==> src/rtl/mem_copy_pkg.sv <==
`default_nettype none
// ============================================================================
//  Module   : mem_copy_pkg
//  Purpose  : Shared types and constants for the mem_copy_engine mini-DMA.
//  Revision : 1.0 - initial release
// ============================================================================
package mem_copy_pkg;

    // Copy engine sequencing states
    typedef enum logic [1:0] {
        IDLE  = 2'd0,
        READ  = 2'd1,
        WRITE = 2'd2,
        DONE  = 2'd3
    } state_t;

    // Bytes per memory word; pointers advance by this amount
    localparam int unsigned WORD_BYTES      = 4;

    // Low byte-address bits that are dropped to force word alignment
    localparam int unsigned ADDR_ALIGN_MASK = WORD_BYTES - 1;

endpackage : mem_copy_pkg
`default_nettype wire

==> src/rtl/mem_copy_engine.sv <==
`default_nettype none
// ============================================================================
//  Module   : mem_copy_engine
//  Purpose  : Mini-DMA that copies LEN consecutive words from a source to a
//             destination address over a single-port word memory interface,
//             one word every two cycles (READ then WRITE).
//  Options  : MEM_COPY_CHECKSUM_EN adds a running sum of all words read.
//  Revision : 1.0 - initial release
// ============================================================================
module mem_copy_engine
    import mem_copy_pkg::*;
#(
    parameter int ADDR_W = 32,
    parameter int DATA_W = 32,
    parameter int LEN_W  = 16
) (
    input  logic              clk,
    input  logic              rst_n,
    input  logic              start,
    input  logic [ADDR_W-1:0] src_addr,
    input  logic [ADDR_W-1:0] dst_addr,
    input  logic [LEN_W-1:0]  len,
    output logic              busy,
    output logic              done,
    output logic              mem_write,
    output logic [ADDR_W-1:0] mem_address,
    output logic [DATA_W-1:0] mem_write_data,
    input  logic [DATA_W-1:0] mem_read_data
`ifdef MEM_COPY_CHECKSUM_EN
    ,
    output logic [DATA_W-1:0] checksum
`endif
);

    localparam logic [ADDR_W-1:0] c_align_keep = ~ADDR_W'(ADDR_ALIGN_MASK);
    localparam logic [ADDR_W-1:0] c_step       = ADDR_W'(WORD_BYTES);

    state_t              r_state;
    logic [ADDR_W-1:0]   r_src_ptr;
    logic [ADDR_W-1:0]   r_dst_ptr;
    logic [LEN_W-1:0]    r_count;
    logic [DATA_W-1:0]   r_buffer;

    logic [ADDR_W-1:0]   w_src_aligned;
    logic [ADDR_W-1:0]   w_dst_aligned;

    assign w_src_aligned  = src_addr & c_align_keep;
    assign w_dst_aligned  = dst_addr & c_align_keep;

    // The buffer register drives write data directly, so it is glitch-free
    assign mem_write_data = r_buffer;

    // Sequencer: outputs are computed for the state being entered so that
    // every memory-side signal comes straight from a flop.
    always_ff @(posedge clk or negedge rst_n) begin
        if (!rst_n) begin
            r_state     <= IDLE;
            r_src_ptr   <= '0;
            r_dst_ptr   <= '0;
            r_count     <= '0;
            r_buffer    <= '0;
            busy        <= 1'b0;
            done        <= 1'b0;
            mem_write   <= 1'b0;
            mem_address <= '0;
        end else begin
            done <= 1'b0;
            case (r_state)
                IDLE: begin
                    if (start) begin
                        r_src_ptr <= w_src_aligned;
                        r_dst_ptr <= w_dst_aligned;
                        r_count   <= len;
                        if (len != '0) begin
                            r_state     <= READ;
                            busy        <= 1'b1;
                            mem_address <= w_src_aligned;
                        end else begin
                            r_state <= DONE;
                            done    <= 1'b1;
                        end
                    end
                end
                READ: begin
                    r_buffer    <= mem_read_data;
                    r_src_ptr   <= r_src_ptr + c_step;
                    r_state     <= WRITE;
                    mem_address <= r_dst_ptr;
                    mem_write   <= 1'b1;
                end
                WRITE: begin
                    r_dst_ptr <= r_dst_ptr + c_step;
                    r_count   <= r_count - LEN_W'(1);
                    mem_write <= 1'b0;
                    if (r_count == LEN_W'(1)) begin
                        r_state     <= DONE;
                        busy        <= 1'b0;
                        done        <= 1'b1;
                        mem_address <= '0;
                    end else begin
                        // r_src_ptr was already advanced in READ
                        r_state     <= READ;
                        mem_address <= r_src_ptr;
                    end
                end
                DONE: begin
                    r_state <= IDLE;
                end
                default: begin
                    r_state     <= IDLE;
                    busy        <= 1'b0;
                    mem_write   <= 1'b0;
                    mem_address <= '0;
                end
            endcase
        end
    end

`ifdef MEM_COPY_CHECKSUM_EN
    // Running sum of every word read; cleared when a new transfer is accepted
    always_ff @(posedge clk or negedge rst_n) begin
        if (!rst_n) begin
            checksum <= '0;
        end else if (r_state == IDLE && start) begin
            checksum <= '0;
        end else if (r_state == READ) begin
            checksum <= checksum + mem_read_data;
        end
    end
`endif

endmodule : mem_copy_engine
`default_nettype wire

==> config.mk <==
export PLATFORM = sky130hd
export DESIGN_NAME = mem_copy_engine
export DESIGN_NICKNAME = d
export VERILOG_FILES = /design/src/rtl/mem_copy_pkg.sv /design/src/rtl/mem_copy_engine.sv
export SDC_FILE = /design/constraint.sdc
export NUM_CORES = 1
export LEC_CHECK = 0
export BUFFER_PORTS_ARGS = -buffer_cell sky130_fd_sc_hd__buf_2
export CAP_MARGIN = 20
export CORE_MARGIN = 10
export CORE_UTILIZATION = 25
export CTS_BUF_LIST = sky130_fd_sc_hd__clkbuf_8
export CTS_CLUSTER_SIZE = 30
export DETAILED_ROUTE_END_ITERATION = 10
export GPL_TIMING_DRIVEN = 0
export PLACE_DENSITY = 0.42
export SYNTH_ARGS = -nofsm -noshare
export SYNTH_HDL_FRONTEND = slang
export SYNTH_SLANG_ARGS = --single-unit
==> constraint.sdc <==
create_clock -name clk -period 2.6 [get_ports clk]
set_clock_uncertainty 0.05 [all_clocks]
set_input_delay 0.26 -clock clk [delete_from_list [all_inputs] [get_ports clk]]
set_output_delay 0.26 -clock clk [all_outputs]
set_load 0.02 [all_outputs]
==> results of run 1 <==
## cell type report
class	instances	share of cell area [%]
antenna	1	0.0236
inverter	42	1.49
tap	442	5.22
buffer	68	3.26
clock buffer	19	2.47
timing repair buffer	224	12.9
multi-input combinational	672	39.3
sequential	144	34.0
clock inverter	12	1.36
## worst max path at each step
stage               depth (start not counted)        from               to  slack, ns
floorplan                                   7  r_count[0]      r_count[10]       0.39
global route                                6  r_state[1]    r_dst_ptr[28]      0.004
CTS                                         8  r_state[1]  mem_address[28]       0.03
detailed placement                          9  r_state[0]  mem_address[28]      -0.55
global placement                            1       rst_n  mem_address[11]      -1.33
finish                                      6  r_state[0]    r_dst_ptr[28]       0.12
## power by group
part           total, mW  leakage [nW]  internal [mW]  switching (mW)
clock               1.95         0.206          0.984           0.964
sequential          2.42          1.77           2.32          0.0953
combinational      0.584          2.60          0.269           0.315
## per-layer routing
metal | part of all wire [%] | vias up | routed length, µm
met5 | 0 | - | 0
met4 | 1.4 | 0 | 454
met3 | 4.1 | 20 | 1330
met2 | 47 | 191 | 15200
met1 | 47 | 3955 | 15200
li1 | - | 3869 | -
## cell usage after synthesis, drive strengths merged (5+ instances only)
library cell and instances:
o21ai 30, nor3 21, inv 41, o22ai 61
and4 7, nand2 91, clkbuf 51, a31oi 8
a21oi 132, ha 7, dfrtp 144, and3 16
nand2b 6, and2 7, nor4 16, a31o 5
nand3 46, or3 6, nand4 20, mux2i 62
nor2 58, mux2 34, buf 18, or4 7
## flip-flops by register name, summed over array words and instances (netlist names)
| signal | cells |
|---|---|
| mem_write_data | 32 |
| mem_address | 31 |
| r_dst_ptr | 30 |
| r_src_ptr | 30 |
| r_count | 16 |
| r_state | 2 |
| busy | 1 |
| done | 1 |
| mem_write | 1 |
## timing repair
item,4_1_cts,5_1_grt
resized for setup,22,9
endpoints found under the hold margin,101,0
setup buffers,1,1
endpoints found under the setup margin,89,65
hold buffers,42,0
pin swaps,1,1
gates cloned,0,0
## layout by cell type, fill, tap and decap left out, drive strengths merged, types with 20 or more instances in the layout
master	count
nand2	91
dlygate4sd3	42
o21ai	30
nand3	46
a21oi	132
inv	43
clkbuf	67
mux2	34
o22ai	61
nand4	20
dfrtp	144
nor2	58
nor3	21
buf	201
mux2i	62
## cells by family after synthesis
group | count (synthesis) | synth area share [%]
buffers and inverters | 112 | 5.92
adders and majority gates | 7 | 1.07
AOI/OAI and AO/OA | 257 | 17.9
DFF | 144 | 43.9
muxes | 96 | 12.2
and+or+nand+nor | 312 | 19.0
## worst max-delay path: cells and delay by family, from the launching register on
kind / cells / cell delay [ns]
adders and majority gates: 1 / 0.29
buffers and inverters: 2 / 0.55
DFF: 1 / 0.38
muxes: 1 / 0.79
and+or+nand+nor: 2 / 0.33
## metrics by stage
| step | instance area (µm²) | hold slack, ns | setup slack [ns] | instances |
|---|---|---|---|---|
| 2_1_floorplan | 8200 | -0.0856 | 0.391 | 928 |
| 3_3_place_gp | 9640 | 0.434 | -1.33 | 1547 |
| 3_5_place_dp | 9690 | 0.179 | -0.550 | 1549 |
| 4_1_cts | 10600 | 0.000558 | 0.0327 | 1621 |
| 5_1_grt | 10600 | 0.00336 | 0.00372 | 1624 |
| 6_report | 10600 | 0.0172 | 0.116 | 1624 |
==> flow_metrics.tcl, run 1 <==
set metrics [dict create \
    status "finished clean" \
    synth_cell_types 58 \
    synth_ff_type "dfrtp_1" \
    yosysSeqAreaShare_pct 43.9 \
    power_mw 4.95 \
    end_kind "register" \
    use_met2_pct 25.4 \
    syn_area_um2 8200 \
    r2r_cells 6 \
    drc 0 \
    synth.area.top_cells "dfrtp_1 (44%), a21oi_1 (8.1%), mux2i_1 (7.6%), mux2_2 (4.7%), o22ai_1 (4.7%)" \
    r2r_end "r_dst_ptr[28]" \
    hold_depth 3 \
    grt_pass1_vias 8201 \
    cts_buffers 17 \
    initial_core_util_pct 25.3 \
    drive_above_1_share_pct 25.3 \
    routedWlPerCell_um 19.8 \
    die_w_um 201 \
    cp-start-kind "register" \
    arrival_ns 2.82 \
    grt_busiest_layer "met2" \
    synth_top_area_cell "dfrtp_1" \
    met1_usage_pct 21.3 \
    crit_top_cell "nor3_1" \
    ir_drop_mv 0.282 \
    synth_fp_nets 1050 \
    fin_crit_ns 2.48 \
    power.density_nw_per_um2 467 \
    min_period_over_period_pct 95.5 \
    groute.layer.met3.usage_pct 2.73 \
    min_from "dst_addr[7]" \
    cp.required_ns 2.93 \
    wl_um 32200 \
    synth_warnings 0 \
    async_reset_ff_share_pct 100 \
    clockBufferDepth 2 \
    yosys_register_bits 144 \
    cts_tree "done" \
    area.sequential_um2 3600 \
    synth_top_area_share_pct 43.9 \
    num-fill-cells 3526 \
    final_core_util_pct 32.7 \
    vias 8035 \
    reg2reg_from "r_state[0]" \
    gp_congestion 0.860 \
    hold-path-endpoint "r_dst_ptr[7]" \
    clock_latency_ns 0.47 \
    area_growth_pct 29.2 \
    portBuffers 177 \
    detail-route-antenna-nets 0 \
    drv_slew 0 \
    setup_viol 0 \
    slowest_delay_ns 0.79 \
    cts_sinks 144 \
    path_clk_slew_ns 0.09 \
    ios 182 \
    cp_max_fo 10 \
    synth_edf_count 0 \
    grt-ovfl-total 0 \
    setup-tns-final_ns 0 \
    avgSynthCellArea_um2 8.84 \
    cts-root-buf "clkbuf_8" \
    grt_max_degree 85 \
    drt_iter0_drc 502 \
    p_leak_nw 4.58 \
    grt_pass1_wl_um 50100 \
    cap_violations 0 \
    rows 66 \
    maxSlewHeadroom_pct 37.5 \
    die-height_um 201 \
    antenna_found_initial 1 \
    die_area_um2 40500 \
    max_clock_freq_mhz 403 \
    slowest_stage "mux2i_1" \
    nets 1291 \
    critical_path_class "reg -> reg" \
    worst_slew_pin_slew_ns 0.912 \
    viasPerCell 4.95 \
    multi_input_area_um2 4160 \
    path_cells "inv_1 > ha_2 > mux2i_1 > clkbuf_1 > nor3_1 > nor3_1" \
    hold_path.class "in -> reg" \
    cts_htree_levels 4 \
    coreArea_um2 32500 \
    drt_first_pass_iters 5 \
    rrSetupSlack_ns 0.12 \
    dp_hpwl_um 24200 \
    rsz0062_at_grt "false" \
    grt_util_all_layers_pct 15.7 \
    hold_viol 0 \
    synthCells 928 \
]
Power figures use the tool's default switching activity.
==> run 2, diff against run 1 <==
==> constraint.sdc (replaced) <==
create_clock -name clk -period 2.6 [get_ports clk]
set_clock_uncertainty 0.05 [all_clocks]
set_input_delay 0.65 -clock clk [delete_from_list [all_inputs] [get_ports clk]]
set_output_delay 0.65 -clock clk [all_outputs]
set_load 0.02 [all_outputs]
==> flow_metrics.tcl, run 2 (same netlist as run 1, synthesis figures left out) <==
set metrics [dict create \
    drt_iter0_drc 453 \
    path_clk_slew_ns 0.09 \
    mostFrequentLayoutCell "buf_2" \
    grt_util_all_layers_pct 15.5 \
    final_core_util_pct 31.4 \
    worst_slack_ns 0.123 \
    die_area_um2 40500 \
    detail-route-antenna-nets 0 \
    cp-start-kind "register" \
    cap_violations 0 \
    hold_path.class "in -> async" \
    clockBufferDepth 2 \
    num-fill-cells 3563 \
    setup_viol 0 \
    worst_slew_pin_slew_ns 0.895 \
    multi_input_area_um2 4160 \
    dp_slack_ns -0.550 \
    fin_crit_ns 2.48 \
    cp_max_fo 6 \
    fin_cells 1581 \
    viasPerCell 4.97 \
    initial_core_util_pct 25.3 \
    maxSlewHeadroom_pct 38.6 \
    grt-ovfl-total 0 \
    power.density_nw_per_um2 482 \
    drt_first_pass_iters 5 \
    whs_ns 0.0473 \
    status "finished clean" \
    area_growth_pct 24.1 \
    coreArea_um2 32500 \
    cp.required_ns 2.88 \
    cts-root-buf "clkbuf_8" \
    min_period_over_period_pct 95.3 \
    cts_htree_levels 4 \
    p_leak_nw 4.40 \
    largest_reg_flops 32 \
    vias 7852 \
    die-height_um 201 \
    post_dp_cell_area_um2 9690 \
    drv_slew 0 \
    rsz0062_at_grt "false" \
    power_mw 4.90 \
    p_clk_share_pct 39.8 \
    nets 1249 \
    cts_sinks 144 \
    critical_path_class "reg -> reg" \
    design_area_um2 10200 \
    max_clock_freq_mhz 404 \
    switching_share_pct 27.9 \
    gp_congestion 0.860 \
    hold_viol 0 \
    rows 66 \
    clock_latency_ns 0.47 \
    dp_hpwl_um 24200 \
    internal-power_mw 3.54 \
    grt_max_degree 85 \
    end_kind "register" \
    area.sequential_um2 3600 \
    cts_tree "done" \
    die_w_um 201 \
    routedWlPerCell_um 20.2 \
    wl_um 31900 \
    grt_pass1_vias 7985 \
    diodes 0 \
    drive_above_1_share_pct 26.3 \
    seqPwrFrac_pct 49.3 \
    drc 0 \
    ios 182 \
    setup-tns-final_ns 0 \
    placed_cells_incl_taps 1549 \
    antenna_found_initial 0 \
    cts_buffers 17 \
    grt_pass1_wl_um 49200 \
    ir_drop_mv 0.281 \
    netSwitchingPower_mw 1.37 \
    portBuffers 177 \
    arrival_ns 2.76 \
    power_frac_comb_pct 10.9 \
    mostFrequentLayoutCells "buf_2 (186), dfrtp_1 (143), a21oi_1 (131)" \
]
[run 2: changes by cell type in the layout (fill, tap and decap cells not counted)]
cell	previous run	this run
diode_2	1	0
dlygate4sd3_1	42	0
[run 2: final timing paths]
| path | start | to | slack (ns) | cells after the start |
|---|---|---|---|---|
| worst max-delay path | r_dst_ptr[3] | r_dst_ptr[22] | 0.12 | 7 |
| worst min-delay path | rst_n | mem_write_data[26] | 0.05 | 1 |
| worst max register to register | r_dst_ptr[3] | r_dst_ptr[22] | 0.12 | 7 |
| worst min register to register | mem_write_data[12] | mem_write_data[12] | 0.46 | 1 |
| max in group asynchronous | rst_n | r_dst_ptr[2] | 1.61 | 2 |
| min in group clk | mem_read_data[11] | mem_write_data[11] | 0.36 | 2 |
[run 2: worst max-delay path, cell delays in order (launching register included)]
cell,delay [ns]
dfrtp_1,0.46
ha_1,0.24
nand3_1,0.11
or4_1,0.56
buf_2,0.19
or4_1,0.50
mux2i_1,0.15
a21oi_1,0.08
[run 2: layer usage]
metal | share of wire [%] | vias to the layer above | GRT usage [%]
met1 | 47 | 3840 | 21.0
met3 | 4.3 | 20 | 2.80
met4 | 1.4 | 0 | 3.92
met2 | 47 | 207 | 25.0
li1 | - | 3785 | -
met5 | 0 | - | 0
[run 2: layout make-up]
type,instances,area share (%)
multi-input cells,672,40.9
plain buffers,68,3.39
clock buffers,19,2.57
inverters,42,1.55
flip-flops and latches,144,35.4
well taps,442,5.43
repair buffers,182,9.32
clock inverters,12,1.41
[run 2: repair_timing]
item                                    4_1_cts  5_1_grt
buffers inserted                              1        1
hold buffers                                  0        0
endpoints found under the setup margin       89       65
gates resized for setup                      22        9
pin swaps                                     1        1
[run 2: power groups by stage]
stage	combinational (mW)	sequential (mW)	clock, mW
after floorplan	0.250	2.47	0
after global placement	0.531	2.46	0
after detailed placement	0.543	2.46	0
after CTS	0.546	2.42	2.02
after global routing	0.600	2.43	2.10
final	0.533	2.42	1.95
